<file path="src/rtl/mem_dump_ctrl_pkg.sv">
// Shared debug-unit definitions: dump FSM
// state encoding and word/byte geometry.
package mem_dump_ctrl_pkg;

  typedef enum logic [2:0] {
    ST_IDLE,
    ST_SET_ADDR,
    ST_LOAD,
    ST_SEND,
    ST_WAIT_TX,
    ST_NEXT,
    ST_DONE
  } dump_state_e;

  localparam int unsigned INST_SZ_DEF = 32;
  localparam int unsigned MEM_SZ_DEF  = 5;

  // Bytes carried by one data memory word.
  function automatic int unsigned bytes_per_word(
    input int unsigned inst_sz
  );
    return inst_sz / 8;
  endfunction

  localparam int unsigned BYTES_PER_WORD_DEF =
    bytes_per_word(INST_SZ_DEF);

endpackage

</file>
<file path="src/rtl/mem_dump_ctrl.sv">
// Streams the whole data memory out over the
// UART, LSB byte first, words in address order.
module mem_dump_ctrl
  import mem_dump_ctrl_pkg::*;
#(
  parameter int unsigned INST_SZ = INST_SZ_DEF,
  parameter int unsigned MEM_SZ  = MEM_SZ_DEF
) (
  input  logic               i_clk,
  input  logic               i_reset,
  input  logic               i_start,
  input  logic               i_abort,
  input  logic [INST_SZ-1:0] i_debug_mem,
  input  logic               i_tx_done,
  output logic [MEM_SZ-1:0]  o_debug_addr,
  output logic [7:0]         o_tx_data,
  output logic               o_tx_start,
  output logic               o_busy,
  output logic               o_done
);

  localparam int unsigned NBYTES =
    bytes_per_word(INST_SZ);
  localparam int unsigned BW =
    (NBYTES > 1) ? $clog2(NBYTES) : 1;
  localparam logic [BW-1:0] LAST_BYTE =
    BW'(NBYTES - 1);
  localparam logic [MEM_SZ-1:0] LAST_ADDR = '1;

  dump_state_e        state_q;
  logic [MEM_SZ-1:0]  addr_q;
  logic [BW-1:0]      byte_q;
  logic [INST_SZ-1:0] word_q;

  // Dump sequencer: abort overrides every
  // non-idle state, including a tx_done pulse.
  always_ff @(posedge i_clk or negedge i_reset) begin
    if (!i_reset) begin
      state_q <= ST_IDLE;
      addr_q  <= '0;
      byte_q  <= '0;
      word_q  <= '0;
    end else if (i_abort && state_q != ST_IDLE) begin
      state_q <= ST_IDLE;
      addr_q  <= '0;
      byte_q  <= '0;
    end else begin
      unique case (state_q)
        ST_IDLE: begin
          if (i_start && !i_abort) begin
            state_q <= ST_SET_ADDR;
            addr_q  <= '0;
            byte_q  <= '0;
          end
        end
        ST_SET_ADDR: state_q <= ST_LOAD;
        ST_LOAD: begin
          word_q  <= i_debug_mem;
          state_q <= ST_SEND;
        end
        ST_SEND: state_q <= ST_WAIT_TX;
        ST_WAIT_TX: begin
          if (i_tx_done) state_q <= ST_NEXT;
        end
        ST_NEXT: begin
          if (byte_q != LAST_BYTE) begin
            word_q  <= word_q >> 8;
            byte_q  <= byte_q + BW'(1);
            state_q <= ST_SEND;
          end else if (addr_q != LAST_ADDR) begin
            addr_q  <= addr_q + MEM_SZ'(1);
            byte_q  <= '0;
            state_q <= ST_SET_ADDR;
          end else begin
            state_q <= ST_DONE;
          end
        end
        ST_DONE: begin
          addr_q  <= '0;
          byte_q  <= '0;
          state_q <= ST_IDLE;
        end
        default: state_q <= ST_IDLE;
      endcase
    end
  end

  assign o_debug_addr = addr_q;
  assign o_tx_data    = word_q[7:0];
  assign o_tx_start   = (state_q == ST_SEND);
  assign o_busy       = (state_q != ST_IDLE);
  assign o_done       = (state_q == ST_DONE);

endmodule

</file>
<file path="config.mk">
export PLATFORM = sky130hd
export DESIGN_NAME = mem_dump_ctrl
export DESIGN_NICKNAME = d
export VERILOG_FILES = /design/src/rtl/mem_dump_ctrl_pkg.sv /design/src/rtl/mem_dump_ctrl.sv
export SDC_FILE = /design/constraint.sdc
export NUM_CORES = 1
export LEC_CHECK = 0
export BUFFER_PORTS_ARGS = -buffer_cell sky130_fd_sc_hd__clkbuf_2
export CORE_ASPECT_RATIO = 0.6
export CORE_UTILIZATION = 46
export DETAILED_ROUTE_END_ITERATION = 10
export PLACE_DENSITY = 0.76
export SETUP_SLACK_MARGIN = 0.1
export SLEW_MARGIN = 20
export SYNTH_ARGS = -nofsm -noshare
export SYNTH_HDL_FRONTEND = slang
export SYNTH_SLANG_ARGS = --single-unit
</file>
<file path="constraint.sdc">
create_clock -name i_clk -period 3 [get_ports i_clk]
set_clock_uncertainty 0.2 [all_clocks]
set_input_delay 0.6 -clock i_clk [delete_from_list [all_inputs] [get_ports i_clk]]
set_output_delay 0.6 -clock i_clk [all_outputs]
set_load 0.01 [all_outputs]
</file>
== Word-level counts from Yosys, hierarchy flattened ==
Cells that the tools add are included.
Widths: inputs -> output; s select.

* Register bits after elaboration: 42
* Bits of input ports: 37
* Output and inout port bits: 16
* Word-level logic and storage cells: 50

* $add $sub $neg: 2
* Equal/unequal tests: 14
* Multiplexer cells: 18
* Bitwise logic cells: 1
* Reduce and logical (&&, ||, !) cells: 11

{| class="wikitable"
|+ Operators with widths
! operator !! number
|-
| $pmux 32 s2 || 1
|-
| $mux 32 || 1
|-
| $mux 5 || 4
|-
| $pmux 3 s6 || 1
|-
| $mux 3 || 5
|-
| $pmux 5 s3 || 1
|-
| $ne 3x3->1 const B || 4
|-
| $eq 3x3->1 const B || 3
|-
| $mux 2 || 4
|-
| $eq 3x2->1 const B || 2
|-
| $pmux 2 s3 || 1
|-
| $reduce_and 3->1 || 2
|-
| $add 5x1->5 const B || 1
|-
| $ne 5x5->1 const B || 1
|-
| $ne 2x2->1 const B || 2
|-
| $ne 4x4->1 const B || 1
|-
| $reduce_and 4->1 || 1
|-
| $reduce_bool 4->1 || 1
|-
| $eq 3x1->1 const B || 1
|-
| $logic_not 3->1 || 1
|-
| $reduce_bool 3->1 || 1
|-
| $add 2x1->2 const B || 1
|-
| $logic_and 1x1->1 || 2
|-
| $reduce_and 2->1 || 1
|-
| other kinds (3) || 3
|}

== Logic depth before layout (Yosys ltp) ==
* Depth after elaboration: 5
* Depth in mapped cells: 7
* Gate-level depth less buffers: 7

== Worst setup path before layout ==
No wires, ideal clock.

* Path kind: flip-flop to flip-flop
* Start point: register addr_q[0], in the netlist o_debug_addr[0]
* End point: register addr_q[2], in the netlist o_debug_addr[2]
* Setup time: 82 ps
* Data arrival time: 1761 ps
* Data required time: 2718 ps
* Slack: 958 ps
* Cell stages (with the launch flop): 8
* Buffers on the path: 0
* Period minus slack after synthesis: 2042 ps
* Cells stage by stage: dfrtp_1 -> ha_1 -> and3_1 -> ha_1 -> nand2b_1 -> nor3_1 -> a21oi_1 -> a31oi_1

* Word-level cells in the longest chain between the ends: 5
* Elaborated cells on any way between the ends: 8
* Classes of those cells: add/sub (1); eq/ne (2); mux (4); reduce/logical (1)

{| class="wikitable"
|+ Ends and longest elaborated chain
! item !! RTL line !! source
|-
| from (decl) || mem_dump_ctrl.sv:31 || <nowiki>logic [MEM_SZ-1:0] addr_q;</nowiki>
|-
| from (signal assigned) || mem_dump_ctrl.sv:71 || <nowiki>addr_q <= addr_q + MEM_SZ'(1);</nowiki>
|-
| $add 5x1->5 || mem_dump_ctrl.sv:71 ||
|-
| $mux 5 || mem_dump_ctrl.sv:70 || <nowiki>end else if (addr_q != LAST_ADDR) begin</nowiki>
|-
| $mux 5 || mem_dump_ctrl.sv:66 || <nowiki>if (byte_q != LAST_BYTE) begin</nowiki>
|-
| $pmux 5 s3 || mem_dump_ctrl.sv:48 || <nowiki>unique case (state_q)</nowiki>
|-
| $mux 5 || mem_dump_ctrl.sv:43 || <nowiki>end else if (i_abort && state_q != ST_IDLE) begin</nowiki>
|}

Several ways; a longest one is shown, not always the timed one. The select of a mux whose other input is x is not followed.
A chain may end at the register's enable or synchronous reset.

== Worst setup path after layout ==
* Start point: register state_q[0]
* End point: register addr_q[2], in the netlist o_debug_addr[2]

* Word-level cells in the longest chain between the ends: 4
* Elaborated cells on any way between the ends: 12
* Classes of those cells: eq/ne (5); mux (2); reduce/logical (5)

{| class="wikitable"
|+ Ends and longest elaborated chain
! item !! RTL line !! source
|-
| from (decl) || mem_dump_ctrl.sv:30 || <nowiki>dump_state_e state_q;</nowiki>
|-
| from (signal assigned) || mem_dump_ctrl.sv:39 || <nowiki>state_q <= ST_IDLE;</nowiki>
|-
| from (signal assigned) || mem_dump_ctrl.sv:44 || <nowiki>state_q <= ST_IDLE;</nowiki>
|-
| from (signal assigned) || mem_dump_ctrl.sv:51 || <nowiki>state_q <= ST_SET_ADDR;</nowiki>
|-
| $reduce_bool 3->1 || mem_dump_ctrl.sv:43 ||
|-
| $logic_and 1x1->1 || mem_dump_ctrl.sv:43 ||
|-
| $ne 3x3->1 (no line) / $reduce_bool 4->1 (equally long branches) || -- ||
|-
| $reduce_and 4->1 (no line) || -- ||
|}

Several ways; a longest one is shown, not always the timed one.

==> impl_results.md <==
- Unrepaired setup endpoints after global routing: no
- # DRC: 0
- CTS Sinks: 42
- Max-slew headroom: 0.502
- Fin. Hold Viols: 0
- Gp weighted congestion: 0.870
- Syn Nets: 275
- Root buf cell: clkbuf_8
- Setup CP Type: flip-flop to flip-flop
- Worst setup EP type: flip-flop
- Seq/Total Area, Yosys: 0.496
- Type of the worst min-delay path: primary input to async pin
- Placed Cells: 330
- Fin cells: 338
- #FFs+latches synth: 42
- Diode count: 0
- Outcome: finished, final reports clean
- Final period util: 0.782
- CTS resizes: 0
- Total gr overflow: 0
- Number of global-route vias before repair: 1492
- Setup Buffers After CTS: 0
- FMAX: 0.426 GHz
- Pleak: 1.25 nW
- Maximum VDD drop: 0.000446 V
- Clock latency on the worst-skew pair: 0.30 ns
- Cell Rows: 18
- Final setup vio count: 0
- Setup_tns: 0 ns
- Placed wire-length estimate: 3130 µm
- Detail Route Antenna Nets: 0
- PortBufs: 52
- P&R area growth vs syn: 16.2%
- Layout cell share with drive strength beyond 1: 0.245
- Actual slew at the worst max-slew pin: 0.744 ns
- CTS buffer count: 5
- Largest net degree at the start of global routing: 65
- I/O pin count: 53
- CTS Hold Bufs: 0
- Height of the die: 54.6 µm
- Synth Instances: 235
- Die X: 89.6 µm
- Core area: 4260 µm²
- Clock-pin slew on the worst setup and hold paths: 0.08 ns
- Yosys warnings: 0
- Total power: 0.00170 W
- Worst EP arrival: 2.37 ns
- Critical Path RT: 3.02 ns
- Max-slew violation count: 0
- Worst Path Max Fanout: 15
- Die ar.: 4890 µm²
- Synth cell types: 28
- All-Layer GR Usage: 0.195
- Vias per cell: 5.07
- Total number of vias: 1715
- Iter 0 DRT Violations: 188
- Total wire length: 4340 µm
- Nets: 317
- Worst-case clock buffer depth: 2
- Post-Syn Area: 2120 µm²
- Max-cap violations: 0
- Avg Synthesized Cell Area: 9.01 µm²
- WHS: 0.162 ns
- CP startpoint kind: flip-flop
- TritonCTS clock tree: yes
- Cell Pwr Density: 691 nW/µm²
- 1st-pass router iterations: 5
- Post-layout min period: 2.35 ns
- Global-route wire length before repair: 6930 µm
- Initial antenna violation count: 0
- Avg WL per Cell: 12.8 µm
- H-tree depth: 2
- Starting Density: 0.497
[cell families after synthesis]
| kind of cell | share of synthesized area |
|---|---|
| compound gates | 0.150 |
| buf+inv | 0.0768 |
| simple gates | 0.183 |
| mux | 0.0756 |
| flops | 0.496 |
| fa+ha+maj | 0.0177 |
[path summary, 6_finish.rpt]
| kind | from | slack [ns] | endpoint | cells past startpoint |
|---|---|---|---|---|
| worst max-delay path | state_q[0] | 0.65 | o_debug_addr[2] | 4 |
| worst min-delay path | i_reset | 0.16 | word_q[31] | 2 |
| worst max register to register | state_q[0] | 0.65 | o_debug_addr[2] | 4 |
| worst min register to register | o_debug_addr[3] | 0.32 | o_debug_addr[3] | 1 |
| max in group asynchronous | i_reset | 2.07 | word_q[3] | 2 |
| min in group i_clk | o_debug_addr[3] | 0.32 | o_debug_addr[3] | 1 |
[cell type report]
class / count / area, µm²
clock buffer: 6 / 82.6
clock inverter: 2 / 12.5
fill: 393 / 1800
inverter: 10 / 37.5
multi-input combinational: 161 / 903
sequential: 42 / 1050
tap: 60 / 75.1
timing repair buffer: 57 / 298
[flip-flops by register name, indices dropped and copies added (netlist names)]
signal and cells:
word_q 32, state_q 3, o_debug_addr 5, byte_q 2
[report_power, final]
| part | internal [W] | switching [W] |
|---|---|---|
| Sequential | 0.000789 | 0.000125 |
| Combinational | 0.000185 | 0.000222 |
| Clock | 0.000185 | 0.000194 |
| Total | 0.00116 | 0.000541 |
[cells in the final DEF, fill, tap and decap left out, types with 6 or more instances in the layout]
cell and count:
nor2_1 38, nand3_1 16, clkbuf_8 6, nand2_1 11
mux2i_1 16, a21oi_1 39, o21ai_0 13, clkbuf_2 52
inv_1 10, dfrtp_1 42
[stage by stage]
step / setup slack, ns / cell area (µm²) / utilization
4_1_cts: 0.670 / 2460 / 0.578
2_1_floorplan: 0.958 / 2120 / -
5_1_grt: 0.386 / 2460 / 0.578
3_3_place_gp: 0.722 / 2360 / 0.556
3_5_place_dp: 0.651 / 2360 / 0.556
6_report: 0.654 / 2460 / 0.578
[cell usage after synthesis]
| master | number | area, µm² |
|---|---|---|
| or4b_1 | 1 | 10.0 |
| nor3_1 | 2 | 10.0 |
| and3_1 | 1 | 6.26 |
| dfrtp_1 | 42 | 1050 |
| nor2_1 | 38 | 143 |
| ha_1 | 3 | 37.5 |
| a31oi_1 | 3 | 18.8 |
| buf_4 | 8 | 60.1 |
| or3b_1 | 1 | 8.76 |
| a21o_1 | 1 | 7.51 |
| o21ai_0 | 13 | 65.1 |
| o21ba_2 | 1 | 10.0 |
| nand4bb_1 | 1 | 11.3 |
| nor2_2 | 1 | 6.26 |
| clkbuf_1 | 4 | 15.0 |
| nand2b_1 | 2 | 12.5 |
| nand4_1 | 4 | 25.0 |
| inv_1 | 10 | 37.5 |
| a21oi_1 | 39 | 195 |
| a21oi_4 | 1 | 16.3 |
| nand2_1 | 11 | 41.3 |
| buf_2 | 10 | 50.1 |
| nand3_1 | 16 | 80.1 |
| or3_1 | 1 | 6.26 |
| mux2i_1 | 16 | 160 |
| o21ai_1 | 1 | 5.00 |
| nand3b_1 | 2 | 15.0 |
| nor2b_1 | 2 | 12.5 |
[worst max-delay path, stage by stage, from the launching register on]
cell and delay (ns):
dfrtp_1 0.56, nand3b_1 0.60, nor3_1 0.64, a21oi_1 0.14
a31oi_1 0.14
[layer usage]
metal / share of wire / up-vias / GRT usage
met5: 0 / - / 0
met4: 0 / 0 / 0.0317
met3: 0.051 / 0 / 0.0558
met2: 0.40 / 50 / 0.271
met1: 0.55 / 780 / 0.301
li1: - / 885 / -
Note: power is estimated with default switching activity, not from simulation.
